$ cat config.mk
export PLATFORM = sky130hd
export DESIGN_NAME = frequency_window_controller
export DESIGN_NICKNAME = d
export VERILOG_FILES = /design/src/rtl/frequency_window_controller.sv
export SDC_FILE = /design/constraint.sdc
export NUM_CORES = 1
export LEC_CHECK = 0
export ABC_AREA = 1
export BUFFER_PORTS_ARGS = -buffer_cell sky130_fd_sc_hd__buf_2
export CAP_MARGIN = 30
export CORE_MARGIN = 10
export CORE_UTILIZATION = 50
export DETAILED_ROUTE_END_ITERATION = 8
export PLACE_DENSITY_LB_ADDON = 0.25
export SLEW_MARGIN = 40
export SYNTH_ARGS = -nofsm -noshare
export SYNTH_HDL_FRONTEND = slang
export SYNTH_SLANG_ARGS = --single-unit
$ cat constraint.sdc
create_clock -name clock -period 15.5 [get_ports clock]
set_input_delay 0.775 -clock clock [delete_from_list [all_inputs] [get_ports clock]]
set_output_delay 0.775 -clock clock [all_outputs]
set_load 0.1 [all_outputs]
$ cat src/rtl/frequency_window_controller.sv
// frequency_window_controller
// Runs one clear / measure / flush window on a frequency_analyzer, captures
// its three accumulators and classifies the window as f0, f1 or undecided.
// Windows can be chained back-to-back for FSK demodulation.
//
// state   | meaning
// --------+-----------------------------------------------------------
// IDLE    | accepting configuration, waiting for start
// CLEAR   | analyzer held in clear for CLEAR_CYCLES clocks
// MEASURE | analyzer enabled for the latched window length
// FLUSH   | enable dropped for 2 clocks so partial counts settle
// RESULT  | result presented, waiting for result_ready
module frequency_window_controller #(
  parameter int unsigned DEFAULT_WINDOW_TICKS = 50000,
  parameter int unsigned CLEAR_CYCLES         = 2
) (
  input  logic        clock,
  input  logic        reset,
  input  logic        cfg_valid,
  output logic        cfg_ready,
  input  logic [31:0] cfg_f0,
  input  logic [31:0] cfg_f1,
  input  logic [31:0] cfg_f0_deviation,
  input  logic [31:0] cfg_f1_deviation,
  input  logic [31:0] cfg_window,
  input  logic        start,
  input  logic        continuous,
  input  logic        abort,
  output logic        busy,
  output logic        an_clear,
  output logic        an_enable,
  output logic [31:0] an_f0,
  output logic [31:0] an_f1,
  output logic [31:0] an_f0_deviation,
  output logic [31:0] an_f1_deviation,
  input  logic [31:0] an_f0_value,
  input  logic [31:0] an_f1_value,
  input  logic [31:0] an_unknown,
  output logic        result_valid,
  input  logic        result_ready,
  output logic [31:0] result_f0,
  output logic [31:0] result_f1,
  output logic [31:0] result_unknown,
  output logic [1:0]  result_symbol
);

  typedef enum logic [2:0] {
    S_IDLE    = 3'd0,
    S_CLEAR   = 3'd1,
    S_MEASURE = 3'd2,
    S_FLUSH   = 3'd3,
    S_RESULT  = 3'd4
  } state_t;

  localparam logic [31:0] CLEAR_LOAD   = 32'(CLEAR_CYCLES);
  localparam logic [31:0] DEFAULT_LOAD = 32'(DEFAULT_WINDOW_TICKS);
  localparam logic [31:0] FLUSH_LOAD   = 32'd2;

  localparam logic [1:0] SYM_F0   = 2'd0;
  localparam logic [1:0] SYM_F1   = 2'd1;
  localparam logic [1:0] SYM_NONE = 2'd2;

  state_t      state;
  state_t      state_nxt;
  logic [31:0] timer;
  logic [31:0] timer_nxt;
  logic [31:0] window_q;
  logic        cfg_take;
  logic        capture;
  logic [33:0] sum34;
  logic [33:0] f0_x2;
  logic [33:0] f1_x2;
  logic [1:0]  symbol_nxt;

  assign cfg_ready = (state == S_IDLE);
  assign busy      = (state != S_IDLE);
  assign cfg_take  = cfg_ready & cfg_valid;
  // Only a normal FLUSH -> RESULT transition captures; abort never does.
  assign capture   = (state == S_FLUSH) && (state_nxt == S_RESULT);

  // Next-state and timer reload; a single down-counter serves every timed
  // state and is reloaded with that state's length on entry.
  always_comb begin
    state_nxt = state;
    timer_nxt = timer;
    unique case (state)
      S_IDLE: begin
        if (start) begin
          state_nxt = S_CLEAR;
          timer_nxt = CLEAR_LOAD;
        end
      end
      S_CLEAR: begin
        if (timer == 32'd1) begin
          state_nxt = S_MEASURE;
          timer_nxt = window_q;
        end else begin
          timer_nxt = timer - 32'd1;
        end
      end
      S_MEASURE: begin
        if (timer == 32'd1) begin
          state_nxt = S_FLUSH;
          timer_nxt = FLUSH_LOAD;
        end else begin
          timer_nxt = timer - 32'd1;
        end
      end
      S_FLUSH: begin
        if (timer == 32'd1) begin
          state_nxt = S_RESULT;
          timer_nxt = '0;
        end else begin
          timer_nxt = timer - 32'd1;
        end
      end
      S_RESULT: begin
        if (result_ready) begin
          if (continuous) begin
            state_nxt = S_CLEAR;
            timer_nxt = CLEAR_LOAD;
          end else begin
            state_nxt = S_IDLE;
            timer_nxt = '0;
          end
        end
      end
      default: begin
        state_nxt = S_IDLE;
        timer_nxt = '0;
      end
    endcase
    if (abort) begin
      state_nxt = S_IDLE;
      timer_nxt = '0;
    end
  end

  // Classification in 34 bits so the sum of three full-range accumulators
  // and the doubled winner never wrap.
  always_comb begin
    sum34      = {2'b00, an_f0_value} + {2'b00, an_f1_value} + {2'b00, an_unknown};
    f0_x2      = {1'b0, an_f0_value, 1'b0};
    f1_x2      = {1'b0, an_f1_value, 1'b0};
    symbol_nxt = SYM_NONE;
    if ((an_f0_value > an_f1_value) && (f0_x2 >= sum34)) begin
      symbol_nxt = SYM_F0;
    end else if ((an_f1_value > an_f0_value) && (f1_x2 >= sum34)) begin
      symbol_nxt = SYM_F1;
    end
  end

  // State register with analyzer controls registered from the next state,
  // so they line up with the state they describe.
  always_ff @(posedge clock or posedge reset) begin
    if (reset) begin
      state        <= S_IDLE;
      timer        <= '0;
      an_clear     <= 1'b0;
      an_enable    <= 1'b0;
      result_valid <= 1'b0;
    end else begin
      state        <= state_nxt;
      timer        <= timer_nxt;
      an_clear     <= (state_nxt == S_MEASURE) || (state_nxt == S_FLUSH) ||
                      (state_nxt == S_RESULT);
      an_enable    <= (state_nxt == S_MEASURE);
      result_valid <= (state_nxt == S_RESULT);
    end
  end

  // Configuration latch; a zero window selects the default length.
  always_ff @(posedge clock or posedge reset) begin
    if (reset) begin
      an_f0           <= '0;
      an_f1           <= '0;
      an_f0_deviation <= '0;
      an_f1_deviation <= '0;
      window_q        <= '0;
    end else if (cfg_take) begin
      an_f0           <= cfg_f0;
      an_f1           <= cfg_f1;
      an_f0_deviation <= cfg_f0_deviation;
      an_f1_deviation <= cfg_f1_deviation;
      window_q        <= (cfg_window == 32'd0) ? DEFAULT_LOAD : cfg_window;
    end
  end

  // Result capture on the edge that ends FLUSH; held through RESULT and after.
  always_ff @(posedge clock or posedge reset) begin
    if (reset) begin
      result_f0      <= '0;
      result_f1      <= '0;
      result_unknown <= '0;
      result_symbol  <= SYM_F0;
    end else if (capture) begin
      result_f0      <= an_f0_value;
      result_f1      <= an_f1_value;
      result_unknown <= an_unknown;
      result_symbol  <= symbol_nxt;
    end
  end

endmodule

Yosys cells after proc, flatten, opt, wreduce, memory -nomap -nowiden --
Cells that the tools add are included.
Cells by class: add/sub/neg operators 3, $lt $le $gt $ge 4, eq/ne operators 10, muxes and demuxes 19, bitwise logic cells 1, reduce and logical (&&, ||, !) cells 9
Operators by type and width (number):
- $mux 32 | 7
- $pmux 32 s5 | 1
- $ge 33x34->1 | 2
- $gt 32x32->1 | 2
- $add 33x32->34 | 1
- $add 32x32->33 | 1
- $eq 32x1->1 const B | 1
- $logic_not 32->1 | 1
- $sub 32x1->32 const B | 1
- $mux 3 | 6
- $pmux 3 s5 | 1
- $eq 3x2->1 const B | 4
- $eq 3x3->1 const B | 2
- $mux 2 | 3
- $eq 3x1->1 const B | 1
- $logic_and 1x1->1 | 3
- $logic_not 3->1 | 1
- $ne 3x1->1 const B | 1
- $ne 3x3->1 const B | 1
- $reduce_bool 3->1 | 1
- $logic_or 1x1->1 | 2
- $reduce_and 2->1 | 1
- $and 1x1->1 | 1
- $mux 1 | 1
Storage, ports and cells: register bits after elaboration 296, output and inout port bits 231, word-level logic and storage cells 60

Logic depth before layout (Yosys ltp) --
Gate-level depths: netlist of run 1.
depth in word-level cells 7, mapped depth 30

Worst setup path after synthesis of run 1 --
OpenSTA, ideal clock, no wires.
kind in2reg, from input port an_f0_value[1], to register result_symbol[1], arrival time 4219 ps, slack 11162 ps, cell stages on the path 23, path buffers 0, cells stage by stage fa_1 ha_1 fa_1 nand3_1 nand2_1 a21oi_1 o21ai_2 a21oi_1 o21ai_0 a21oi_1 xor2_1 ha_1 nand2_1 nor4_1 nand3_1 nor2_1 nand4_1 nand2_1 inv_1 nand2_1 nand2_1 nand3_1 nand2_1
Between the ends: word-level cells in the longest chain between the ends 6
RTL lines:
- start: declaration | line 36 | input logic [31:0] an_f0_value,
- $add 32x32->33 | line 142 | sum34 = {2'b00, an_f0_value} + {2'b00, an_f1_value} + {2'b00, an_unknown};
- $add 33x32->34 | line 142
- $ge 33x34->1 | line 148 | end else if ((an_f1_value > an_f0_value) && (f1_x2 >= sum34)) begin
- $logic_and 1x1->1 | line 148
- $mux 2 | line 148
- $mux 2 (*) | line 146 | if ((an_f0_value > an_f1_value) && (f0_x2 >= sum34)) begin
- end signal: assignment | line 200 | result_symbol <= symbol_nxt;
- end: declaration | line 44 | output logic [1:0] result_symbol
Mark *: on every way between the ends. The rest lies on a longest branch, timed or not. A chain may end at the register's enable or synchronous reset.

Worst setup path in the final report of run 1 --
Same ends and word-level chain as after synthesis.

==> impl_metrics.json, run 1 <==
{
  "status": "finished clean",
  "max_stage_delay_ns": 0.49,
  "die_y_um": 203.2,
  "synth_edf_count": 0,
  "dp_slack_ns": 10.41,
  "viasPerCell": 5.212,
  "area_growth_pct": 23.63,
  "grt_usage_pct": 26.41,
  "syn_area_mm2": 0.01678,
  "cts_setup_buffers": 0,
  "crit_path_cell_trace": "buf_2 > fa_1 > ha_1 > fa_1 > nand3_1 > nand2_1 > a21oi_1 > o21ai_2 > a21oi_1 > o21ai_0 > xor2_1 > ha_1 > nand4_1 > nor4_1 > nand3_1 > nor2_1 > nand4_1 > nand2_1 > inv_1 > nand2_1 > nand2_1 > nand3_1 > nand2_1",
  "end_kind": "flip-flop",
  "syn_inst": 2064,
  "htreeDepth": 2,
  "path_max_fanout": 5,
  "core_region_area_mm2": 0.03336,
  "fin_cells": 3015,
  "async_reset_ff_share_pct": 100.0,
  "fmax_mhz": 219.8,
  "reg2reg_setup_slack_ns": 12.09,
  "period_minus_slack_ns": 4.550,
  "required_ns": 15.92,
  "timing.critical_path.mode_cell": "nand2_1",
  "layout_common_cells": "nand2_1 (830), buf_2 (493), dfrtp_1 (296), inv_1 (158), ha_1 (127)",
  "cts_tree": "built",
  "fin_util_pct": 62.18,
  "clkTransAtPathRegs_ns": 0.06,
  "fin_skew_ns": 0.02169,
  "dieArea_mm2": 0.04129,
  "startpoint_type": "input port",
  "seq_area_frac_synth_pct": 44.14,
  "io_buffer_count": 493,
  "drtIter0Drc": 1007,
  "synth.area.top_cells": "dfrtp_1 (44%), nand2_1 (19%), ha_1 (9.5%), fa_1 (3.9%), inv_1 (3.6%)",
  "yosysUniqueCellTypes": 46,
  "clockBufferDepth": 3,
  "synth_top_area_share_pct": 44.14,
  "cts_buffers": 34,
  "layout_commonest_cell": "nand2_1",
  "synth.avg_cell_area_um2": 8.130,
  "gp_congestion": 0.9365,
  "ctsResizeCount": 0,
  "hpwl_um": 44190,
  "p_total_mw": 3.122,
  "ant_nets": 0,
  "finalWorstSetupSlack_ns": 10.95,
  "worst_slew_pin_slew_ns": 0.8713,
  "overflow": 0,
  "fillerInstances": 2967,
  "cap_violations": 0,
  "ios": 494,
  "setup_viol": 0,
  "root_buffer": "clkbuf_16",
  "r2r_cells": 9,
  "synth_warnings": 0,
  "path_class": "in2reg",
  "synth_area_leader_cell": "dfrtp_1",
  "num_vias": 15710,
  "start_util_pct": 50.30,
  "hp-class": "in2async",
  "layout.nets": 2959,
  "r2r_start": "state[1]$_DFF_PP0_",
  "placedCellCount": 2947,
  "r2r_end": "an_f1_deviation[22]$_DFFE_PP0P_",
  "ys_ff_latch": 296,
  "grt_pass1_wl_um": 87270,
  "hold_viol": 0,
  "drc": 0,
  "layout-drive-gt1-share_pct": 23.01,
  "fin_setup_tns_ns": 0,
  "cp_data_arrival_time_ns": 4.97,
  "p_per_area_mw_per_mm2": 150.5,
  "grt_max_degree": 116,
  "crit_slowest_cell": "fa_1",
  "grt_pass1_vias": 15830,
  "rows": 67,
  "synth_nets": 2487,
  "clk_latency_ns": 0.53,
  "synth_ff_type": "dfrtp_1",
  "die_w_um": 203.2,
  "fin_crit_sh_pct": 29.36,
  "clock-sinks": 296,
  "ir_drop_v": 0.0001020,
  "route.detailed.wl_per_inst_um": 18.64,
  "power_leakage_nw": 11.81,
  "rsz0062_at_grt": "false",
  "hold_buffers": 0,
  "totalWireLength_um": 56190,
  "slew_violations": 0,
  "first_pass_iters": 5,
  "relSlewSlack_pct": 41.70,
  "grt_antenna_before_repair": 9
}
==> Yosys cell counts, drive strengths merged (19+ instances only) <==
cell / number
nand3: 50
inv: 166
nor2: 90
ha: 127
nand2: 833
a21oi: 83
clkbuf: 39
fa: 33
dfrtp: 296
buf: 28
nor3: 19
o21ai: 148
nand4: 32
xor2: 31
==> critical path: cells and delay by family <==
family	cells	cell delay [ns]
AO/OA/AOI/OAI	4	1.04
adder cells (fa/ha/maj)	4	1.51
AND/OR/NAND/NOR	12	1.27
buffers and inverters	2	0.16
XOR/XNOR	1	0.20
==> cell type report <==
type | instances | area, um^2 | area share, %
Antenna cell | 7 | 17.52 | 0.08443
Clock buffer | 52 | 1020 | 4.915
Clock inverter | 8 | 87.58 | 0.4222
Inverter | 167 | 639.4 | 3.082
Multi-Input combinational cell | 1534 | 8441 | 40.69
Sequential cell | 296 | 7407 | 35.70
Tap cell | 448 | 560.5 | 2.702
Timing Repair Buffer | 503 | 2574 | 12.41
==> worst max path at each step <==
stage                         startpoint                            to  cells after the start
after CTS                 an_f0_value[1]  result_symbol[1]$_DFFE_PP0P_                     23
after global placement    an_f0_value[1]  result_symbol[1]$_DFFE_PP0P_                     23
final                     an_f0_value[1]  result_symbol[1]$_DFFE_PP0P_                     23
after floorplan                    reset            an_clear$_DFF_PP0_                      1
after global routing      an_f0_value[1]  result_symbol[1]$_DFFE_PP0P_                     24
after detailed placement  an_f0_value[1]  result_symbol[1]$_DFFE_PP0P_                     23
==> metrics by stage <==
step,area [um^2],hold slack (ns)
floorplan,16780,0.4491
global placement,19580,0.4561
detailed placement,19590,0.4594
CTS,20700,0.3895
global route,20740,0.4219
finish,20750,0.3619
==> cells by family (layout without fill, tap and decap cells) <==
kind of cell / count (synthesis) / in the layout / synth area share (%)
flops: 296 / 296 / 44.14
xor+xnor: 46 / 46 / 2.401
fa+ha+maj: 160 / 160 / 13.41
simple gates: 1043 / 1043 / 25.09
compound gates: 285 / 285 / 9.328
other cells: 0 / 7 / 0
buf+inv: 234 / 730 / 5.637
==> report_power, final <==
part           internal [mW]  total [mW]  switching [mW]
sequential             0.865       0.922          0.0576
clock                  0.473       0.803           0.330
combinational          0.344        1.40            1.05
total                   1.68        3.12            1.44
==> layer usage <==
layer | track usage (%) | vias to the layer above | share of wire, %
met5 | 0 | - | 0.073
li1 | - | 7621 | -
met3 | 7.473 | 99 | 8.1
met4 | 8.233 | 6 | 2.7
met2 | 44.90 | 511 | 49
met1 | 31.88 | 7477 | 40
Note: power is estimated with default switching activity, not from simulation.
==> run 2: changes to the inputs <==
--- a/config.mk
+++ b/config.mk
@@ -9,7 +9,7 @@
 export BUFFER_PORTS_ARGS = -buffer_cell sky130_fd_sc_hd__buf_2
 export CAP_MARGIN = 30
 export CORE_MARGIN = 10
-export CORE_UTILIZATION = 50
+export CORE_UTILIZATION = 48
 export DETAILED_ROUTE_END_ITERATION = 8
 export PLACE_DENSITY_LB_ADDON = 0.25
 export SLEW_MARGIN = 40
==> constraint.sdc (replaced) <==
create_clock -name clock -period 3.7 [get_ports clock]
set_input_delay 0.185 -clock clock [delete_from_list [all_inputs] [get_ports clock]]
set_output_delay 0.185 -clock clock [all_outputs]
set_load 0.1 [all_outputs]
==> run 2 against run 1 <==
Against the previous run: clock skew fell by 0.0017 ns; highest routed layer unchanged; first-iteration DRC count is 29% higher; critical path depth increased by 5; clock-buffer cell count decreased by 3; via count increased by 15%; largest cell class unchanged; cell area up 18%; sequential power grew to 4.2 times the previous value.
==> impl_metrics.json, run 2 (synthesis results as in run 1) <==
{
  "slew_violations": 0,
  "die_w_um": 207.0,
  "hold_viol": 0,
  "grt_antenna_before_repair": 4,
  "rows": 68,
  "first_pass_iters": 6,
  "area_growth_pct": 46.27,
  "dr_wl_met3_um": 5361,
  "clock-sinks": 296,
  "core_region_area_mm2": 0.03454,
  "overflow": 0,
  "fin_skew_ns": 0.01995,
  "wl_met1_um": 24240,
  "fin_util_pct": 71.06,
  "fillerInstances": 2487,
  "ir_drop_v": 0.0005783,
  "grt_usage_pct": 29.43,
  "status": "finished clean",
  "finalInstanceArea_mm2": 0.02455,
  "relSlewSlack_pct": 44.61,
  "cap_violations": 0,
  "comb_power_share_pct": 46.7,
  "drtIter0Drc": 1294,
  "path_class": "in2reg",
  "totalWireLength_um": 66410,
  "io_buffer_count": 493,
  "layout.nets": 3325,
  "required_ns": 4.11,
  "power.share.clock_pct": 26.2,
  "viasPerCell": 5.349,
  "period_minus_slack_ns": 3.583,
  "routed.top_layer": "met5",
  "grt_pass1_vias": 18880,
  "placed_area_mm2": 0.02084,
  "route.met2.wl_um": 32440,
  "end_kind": "flip-flop",
  "layout-drive-gt1-share_pct": 28.24,
  "grt_max_degree": 137,
  "start_util_pct": 48.58,
  "finalWorstSetupSlack_ns": 0.1165,
  "num_vias": 18120,
  "fin_crit_sh_pct": 96.85,
  "cts_buffers": 35,
  "cts_tree": "built",
  "clockBufferDepth": 3,
  "seqPwrFrac_pct": 27.1,
  "gp_congestion": 0.9928,
  "layout_common_cells": "nand2_1 (810), buf_2 (492), dfrtp_1 (296), dlygate4sd3_1 (200), buf_4 (170)",
  "holdWs_ns": 0.02194,
  "worst_slew_pin_slew_ns": 0.8308,
  "hp-class": "in2reg",
  "ios": 494,
  "cp_data_arrival_time_ns": 4.00,
  "p_sw_share_pct": 44.29,
  "fmax_mhz": 279.1,
  "hpwl_um": 46010,
  "p_per_area_mw_per_mm2": 586.3,
  "startpoint_type": "input port",
  "path_max_fanout": 3,
  "die_y_um": 207.0,
  "drc": 0,
  "dp_slack_ns": -0.5349,
  "grt_pass1_wl_um": 100200,
  "power.switching_mw": 6.374,
  "setup_viol": 0,
  "route.detailed.wl_per_inst_um": 19.60,
  "rsz0062_at_grt": "true",
  "dieArea_mm2": 0.04284,
  "layout_commonest_cell": "nand2_1",
  "clkTransAtPathRegs_ns": 0.06,
  "root_buffer": "clkbuf_16",
  "fin_setup_tns_ns": 0,
  "htreeDepth": 2,
  "ant_nets": 0,
  "power_leakage_nw": 13.56,
  "clk_latency_ns": 0.53,
  "power.internal_mw": 8.017
}
-- run 2: power groups by stage --
stage / clock [mW] / sequential [mW] / combinational [mW]
6_report: 3.77 / 3.89 / 6.73
5_1_grt: 3.95 / 3.93 / 7.24
4_1_cts: 3.79 / 3.86 / 6.43
3_5_place_dp: 0 / 3.91 / 6.23
3_3_place_gp: 0 / 3.90 / 6.14
2_1_floorplan: 0 / 5.80 / 2.52
-- run 2: final timing paths --
| kind | from | to | slack [ns] | depth (start not counted) |
|---|---|---|---|---|
| min in group asynchronous | reset | an_f1_deviation[14]$_DFFE_PP0P_ | 0.30 | 3 |
| min reg2reg | result_f1[12]$_DFFE_PP0P_ | result_f1[12]$_DFFE_PP0P_ | 0.47 | 2 |
| max reg2reg | timer[16]$_DFFE_PP0P_ | result_unknown[15]$_DFFE_PP0P_ | 0.83 | 14 |
| min | an_f1_value[22] | result_f1[22]$_DFFE_PP0P_ | 0.02 | 4 |
| max | an_f0_value[14] | result_symbol[1]$_DFFE_PP0P_ | 0.12 | 28 |
| max in group asynchronous | reset | result_f0[14]$_DFFE_PP0P_ | 2.44 | 4 |
-- run 2: metal layers --
metal  global-route usage [%]  vias to the layer above
li1                         -                     8346
met4                    16.97                        2
met3                    7.147                      297
met1                    33.39                     8564
met5                        0                        -
met2                    49.88                      912
-- run 2: final cells by class --
cell class | count | area (um^2) | share of cell area [%]
Inverter | 167 | 633.1 | 2.579
Multi-Input combinational cell | 1534 | 8806 | 35.88
Sequential cell | 296 | 7407 | 30.18
Clock inverter | 14 | 212.7 | 0.8666
Tap cell | 455 | 569.3 | 2.319
Antenna cell | 5 | 12.51 | 0.05097
Clock buffer | 49 | 1050 | 4.277
Timing Repair Buffer | 868 | 5856 | 23.86
-- run 2: repair_timing --
item,in CTS,in global routing
hold buffers,200,0
hold endpoints to repair,222,0
setup buffers,0,8
gates resized for setup,0,79
endpoints found under the setup margin,0,2
-- run 2: through the flow --
stage                     instances  total power [mW]
after detailed placement       3112             10.14
after global routing           3386             15.12
after global placement         3112             10.04
after floorplan                2064             8.314
after CTS                      3375             14.08
final                          3388             14.39
-- run 2: critical path: stages --
cell      delay (ns)
buf_2           0.12
fa_1            0.48
ha_1            0.32
nand2_1         0.08
inv_1           0.06
nand2_1         0.08
nand2_2         0.07
a21oi_4         0.20
nand3_4         0.11
nand2_2         0.08
nand2_2         0.05
a21boi_2        0.19
o21ai_2         0.10
a21boi_2        0.26
xor2_2          0.13
buf_4           0.16
ha_4            0.25
nand4_1         0.18
nor3_2          0.22
nand3_1         0.09
nor2_1          0.10
nand4_1         0.10
nand2_1         0.08
nor2_1          0.04
nand2_1         0.05
nand2_1         0.06
nand3_1         0.07
nand2_1         0.06
